$ cat src/rtl/psum_out_drain_if.sv
// Handshake bundle between the psum drain and its neighbours: the core-side
// capture port and the chunked valid/ready output port.
interface psum_out_drain_if #(
    parameter int unsigned col     = 8,
    parameter int unsigned psum_bw = 16,
    parameter int unsigned out_bw  = 32
);
    logic                     in_valid;
    logic [psum_bw*col-1:0]   in_data;
    logic                     out_valid;
    logic                     out_ready;
    logic [out_bw-1:0]        out_data;
    logic                     out_last;

    // Environment side: drives core words and the consumer ready.
    modport master (
        output in_valid,
        output in_data,
        output out_ready,
        input  out_valid,
        input  out_data,
        input  out_last
    );

    // Drain side: accepts core words, presents chunks.
    modport slave (
        input  in_valid,
        input  in_data,
        input  out_ready,
        output out_valid,
        output out_data,
        output out_last
    );
endinterface

$ cat src/rtl/psum_out_drain.sv
// Buffers full-width core psum words in a small FIFO and serializes the head
// word into out_bw-bit chunks on a valid/ready port. Words arriving while the
// FIFO is full (and not popping) are dropped and flagged by a sticky overflow.
module psum_out_drain #(
    parameter int unsigned col     = 8,
    parameter int unsigned psum_bw = 16,
    parameter int unsigned out_bw  = 32,
    parameter int unsigned depth   = 16
) (
    input  logic                         clk,
    input  logic                         reset,
    input  logic                         clear,
    psum_out_drain_if.slave              bus,
    output logic [$clog2(depth+1)-1:0]   count,
    output logic                         full,
    output logic                         overflow
);
    localparam int unsigned W      = psum_bw * col;
    localparam int unsigned CHUNKS = W / out_bw;
    localparam int unsigned PW     = $clog2(depth);
    localparam int unsigned CW     = $clog2(depth + 1);
    localparam int unsigned IW     = (CHUNKS > 1) ? $clog2(CHUNKS) : 1;

    logic [W-1:0]                   r_mem [depth];
    logic [PW-1:0]                  r_wr_ptr;
    logic [PW-1:0]                  r_rd_ptr;
    logic [IW-1:0]                  r_idx;
    logic [CW-1:0]                  r_count;
    logic                           r_full;
    logic                           r_out_valid;
    logic                           r_overflow;

    logic [CHUNKS-1:0][out_bw-1:0]  w_head_chunks;
    logic                           w_last_idx;
    logic                           w_xfer;
    logic                           w_pop;
    logic                           w_push;
    logic                           w_ovf;
    logic [CW-1:0]                  w_count_nxt;

    // Handshake decode: a pop is the transfer of the last chunk of the head word.
    always_comb begin
        w_head_chunks = r_mem[r_rd_ptr];
        w_last_idx    = (r_idx == IW'(CHUNKS - 1));
        w_xfer        = r_out_valid && bus.out_ready;
        w_pop         = w_xfer && w_last_idx;
        w_push        = bus.in_valid && (!r_full || w_pop);
        w_ovf         = bus.in_valid && r_full && !w_pop;
        w_count_nxt   = r_count + CW'(w_push) - CW'(w_pop);
    end

    assign bus.out_valid = r_out_valid;
    assign bus.out_data  = r_out_valid ? w_head_chunks[r_idx] : '0;
    assign bus.out_last  = r_out_valid && w_last_idx;
    assign count         = r_count;
    assign full          = r_full;
    assign overflow      = r_overflow;

    // FIFO storage; contents are don't-care while the entry is not counted.
    always_ff @(posedge clk) begin
        if (!reset && !clear && w_push) begin
            r_mem[r_wr_ptr] <= bus.in_data;
        end
    end

    // Pointers, chunk index, occupancy and flags; reset beats clear beats push/pop.
    always_ff @(posedge clk) begin
        if (reset) begin
            r_wr_ptr    <= '0;
            r_rd_ptr    <= '0;
            r_idx       <= '0;
            r_count     <= '0;
            r_full      <= 1'b0;
            r_out_valid <= 1'b0;
            r_overflow  <= 1'b0;
        end else if (clear) begin
            r_wr_ptr    <= '0;
            r_rd_ptr    <= '0;
            r_idx       <= '0;
            r_count     <= '0;
            r_full      <= 1'b0;
            r_out_valid <= 1'b0;
        end else begin
            if (w_push) begin
                r_wr_ptr <= r_wr_ptr + PW'(1);
            end
            if (w_xfer) begin
                r_idx <= w_last_idx ? '0 : r_idx + IW'(1);
            end
            if (w_pop) begin
                r_rd_ptr <= r_rd_ptr + PW'(1);
            end
            if (w_ovf) begin
                r_overflow <= 1'b1;
            end
            r_count     <= w_count_nxt;
            r_full      <= (w_count_nxt == CW'(depth));
            r_out_valid <= (w_count_nxt != '0);
        end
    end
endmodule

$ cat src/flat_wrapper.sv
// flat-port wrapper written by rule: the top's interface ports become plain ports
module psum_out_drain_flat 
#(
    parameter int unsigned col     = 8,
    parameter int unsigned psum_bw = 16,
    parameter int unsigned out_bw  = 32,
    parameter int unsigned depth   = 16
)
  (clk, reset, clear, count, full, overflow, bus_in_valid, bus_in_data, bus_out_ready, bus_out_valid, bus_out_data, bus_out_last);
  psum_out_drain_if #(.col(col), .psum_bw(psum_bw), .out_bw(out_bw)) bus_i ();
  input  logic clk;
  input  logic reset;
  input  logic clear;
  output logic [$clog2(depth+1)-1:0] count;
  output logic full;
  output logic overflow;
  input wire logic [$bits(bus_i.in_valid)-1:0] bus_in_valid;
  input wire logic [$bits(bus_i.in_data)-1:0] bus_in_data;
  input wire logic [$bits(bus_i.out_ready)-1:0] bus_out_ready;
  output wire logic [$bits(bus_i.out_valid)-1:0] bus_out_valid;
  output wire logic [$bits(bus_i.out_data)-1:0] bus_out_data;
  output wire logic [$bits(bus_i.out_last)-1:0] bus_out_last;
  assign bus_i.in_valid = bus_in_valid;
  assign bus_i.in_data = bus_in_data;
  assign bus_i.out_ready = bus_out_ready;
  assign bus_out_valid = bus_i.out_valid;
  assign bus_out_data = bus_i.out_data;
  assign bus_out_last = bus_i.out_last;
  psum_out_drain #(.col(col), .psum_bw(psum_bw), .out_bw(out_bw), .depth(depth)) u_core (.clk(clk), .reset(reset), .clear(clear), .bus(bus_i), .count(count), .full(full), .overflow(overflow));
endmodule
$ cat config.mk
export PLATFORM = sky130hd
export DESIGN_NAME = psum_out_drain_flat
export DESIGN_NICKNAME = d
export VERILOG_FILES = /design/src/rtl/psum_out_drain_if.sv /design/src/rtl/psum_out_drain.sv /design/src/flat_wrapper.sv
export SDC_FILE = /design/constraint.sdc
export NUM_CORES = 2
export LEC_CHECK = 0
export CAP_MARGIN = 20
export CORE_ASPECT_RATIO = 1.1
export CORE_MARGIN = 2
export CORE_UTILIZATION = 45
export CTS_CLUSTER_SIZE = 30
export DETAILED_ROUTE_END_ITERATION = 8
export PLACE_DENSITY = 0.72
export SLEW_MARGIN = 40
export SYNTH_ARGS = -nofsm -noshare
export SYNTH_HDL_FRONTEND = slang
export SYNTH_SLANG_ARGS = --single-unit
$ cat constraint.sdc
create_clock -name clk -period 10.1 [get_ports clk]
set_input_delay 3.03 -clock clk [delete_from_list [all_inputs] [get_ports clk]]
set_output_delay 3.03 -clock clk [all_outputs]
set_load 0.02 [all_outputs]
==> metrics <==
clk_lat worst skew=0.81 ns; Mapped Area=79400 um^2; R2R setup slack=~5.0 ns; highest-count cells in the layout ignoring fill and taps=2048 x edfxtp_1, 518 x mux4_2, 194 x clkbuf_16; ANT nets after route=0; Comb power frac=1.9%; htree depth=4; hold_buf cts=0; Port Buffers=between 150 and 200; Synth Flop Type=edfxtp_1; Final setup viols=0; Slew Limit Fails=0; Clk pwr share=41.1%; Syn Area/Cell=23.2 um^2; P_leak=26.5 nW; top post-synthesis cells by area=edfxtp_1 77%, mux4_2 15%, mux2i_1 2.0%, a211oi_1 0.57%, dfxtp_1 0.55%; WP data required=7.07 ns; Setup Skew=0.0260 ns; Worst-Margin Slew=around 0.94 ns; number of global-route vias before repair=about 38k; die area=180000 um^2; Worst-path clk slew=0.06 ns; Die Y=445 um; DRC=0; CTS buffer count=192; largest net degree at the start of global routing=around 130; hold path depth=2; via/cell ratio=6.05; sequential power share=57.0%; EDFF count, synth=2048; DR vias=37.2k; post-synth top area cell=edfxtp_1; Worst Hold Class=reg -> reg; ys async rst share=0%; Relative slew margins=between 30 and 40%; grt ovf=0; Chip Width=between 400 and 500 um; FF-to-FF path depth=8; Hold Startpoint=u_core.overflow; Post-CTS Repair Setup Buffers=0; fin area=90200 um^2; Yosys warnings=0; layout cell share with drive strength beyond 1=24.1%; Max Fclk=0.125 GHz; Critical Path Sink Type=output pin; DP Area=84200 um^2; final hold violation count=0; peak supply drop=0.000135 V; Pint=around 13 mW; Worst Setup Start Kind=register; synth-to-layout area growth=13.6%; Setup CP Type=reg -> out; final estimated routing congestion in global placement=0.723; Routed WL per cell=30.3 um; CTS max path bufs=3; RSZ-0062 raised after global routing=false; GRT Total Usage=20.7%; Hold WS=0.494 ns; Initial Utilization=45.3%; hold path endpoint=u_core.overflow; max-cap viol count=0; DPL Wire Length=97700 um; number of antenna violations at the first check in global routing=39; total clock sinks=roughly 2.1k; Total Wirelength=186000 um; CP arrival=between 4 and 5 ns; status=completed; Post-CTS Resized=0; Setup TNS Final=0 ns; Net Count, Synth=3565; first-pass GRT wire length=between 200000 and 300000 um; Tcrit/Tclk final=79.4%; num rows=161; # nets final=3838; clock root buffer=clkbuf_16; Synth top area share=between 70 and 80%; min Tclk post-route=8.02 ns; Power Density=184 nW/um^2; Sw Ratio=19.8%; Syn Inst Count=3420; most common cell after layout, fill and taps aside=edfxtp_1; Sw Pwr=between 3 and 4 mW; Seq/Total Area, Yosys=between 70 and 80%; worst r2r dst=u_core.r_mem[1][86]; reg2reg start=u_core.r_idx[0]; number of synthesized register bits=2070; Core Region=175000 um^2; Cell variety after synth=51; worst-path fanout max=50; TritonCTS clock tree=yes; DRT Pass-1 Iters=6; num ports=174; First DRT Iteration DRCs=~4.4k
[cells by family (layout without fill, tap and decap cells)]
group / after synthesis / count (layout) / share of synthesized area, %
xor+xnor: 11 / 11 / 0.121
simple gates: 179 / 179 / 1.16
buf+inv: 196 / 627 / 1.40
compound gates: 251 / 251 / 2.09
fa+ha+maj: 12 / 12 / 0.199
flops: 2070 / 2070 / 78.0
mux: 701 / 701 / 17.0
other cells: 0 / 14 / 0
[per-stage QoR]
stage / worst slack [ns] / cells / util (%) / total power [mW]
after floorplan: 0.280 / 3420 / - / 9.74
after global placement: 2.77 / 5766 / 47.9 / 9.95
after detailed placement: 2.77 / 5777 / 48.0 / 9.97
after CTS: 1.85 / 6129 / 51.4 / 16.7
after global routing: 1.78 / 6139 / 51.5 / 17.1
final: 2.08 / 6147 / 51.5 / 16.6
[critical path: stages, from the launching register on]
cell,delay (ns)
dfxtp_4,0.58
buf_12,0.28
buf_12,0.30
buf_16,0.36
buf_16,0.31
mux4_2,0.58
mux4_2,0.47
a32oi_1,0.38
o21ai_1,0.21
clkdlybuf4s50_1,0.58
[synth_stat cells (all sizes together) (22+ instances only)]
library cell / n
mux4: 518
a21oi: 74
nor2b: 57
nand2: 39
clkbuf: 47
buf: 138
edfxtp: 2048
a211oi: 60
nor2: 37
mux2i: 158
dfxtp: 22
mux2: 25
o21ai: 25
a22oi: 24
[power by group through the flow]
stage,Clock [mW],Sequential [mW],Combinational (mW)
after global placement,0,9.65,0.302
after detailed placement,0,9.65,0.315
after CTS,6.93,9.47,0.316
after global routing,7.26,9.47,0.338
after floorplan,0,9.66,0.0831
final,6.83,9.47,0.315
[metal layers]
layer	GRT usage [%]	vias to the layer above	wire length [um]	share of wire, %
li1	-	15200	-	-
met1	27.3	20000	71800	39
met2	35.0	1694	94600	51
met3	3.99	311	14300	7.7
met4	5.96	24	5220	2.8
met5	0	-	142	0.076
[how the worst max path moves through the flow]
stage | depth (start not counted) | start | to | slack [ns]
floorplan | 4 | bus_out_ready | u_core.r_mem[3][0] | 0.28
finish | 9 | register | bus_out_data[5] | 2.08
detailed placement | 9 | register | bus_out_data[5] | 2.77
global placement | 8 | register | bus_out_data[29] | 2.77
global route | 9 | register | bus_out_data[5] | 1.78
CTS | 9 | register | bus_out_data[5] | 1.85
[cell type report]
type                            count  area, um^2
Fill cell                       13300       85000
Clock inverter                    107         823
Antenna cell                       14        35.0
Sequential cell                  2070       62000
Timing Repair Buffer              264        2940
Clock buffer                      245        5080
Inverter                           11        41.3
Tap cell                         2282        2860
Multi-Input combinational cell   1154       16500
[state kept, by name, summed over array words and instances, names as in the netlist, named ones only]
register and flops:
u_core.r_mem 2048, u_core.count 5, u_core.r_rd_ptr 4, u_core.r_wr_ptr 4
u_core.r_idx 2, u_core.bus.out_valid 1, u_core.full 1, u_core.overflow 1
Power figures use the tool's default switching activity.
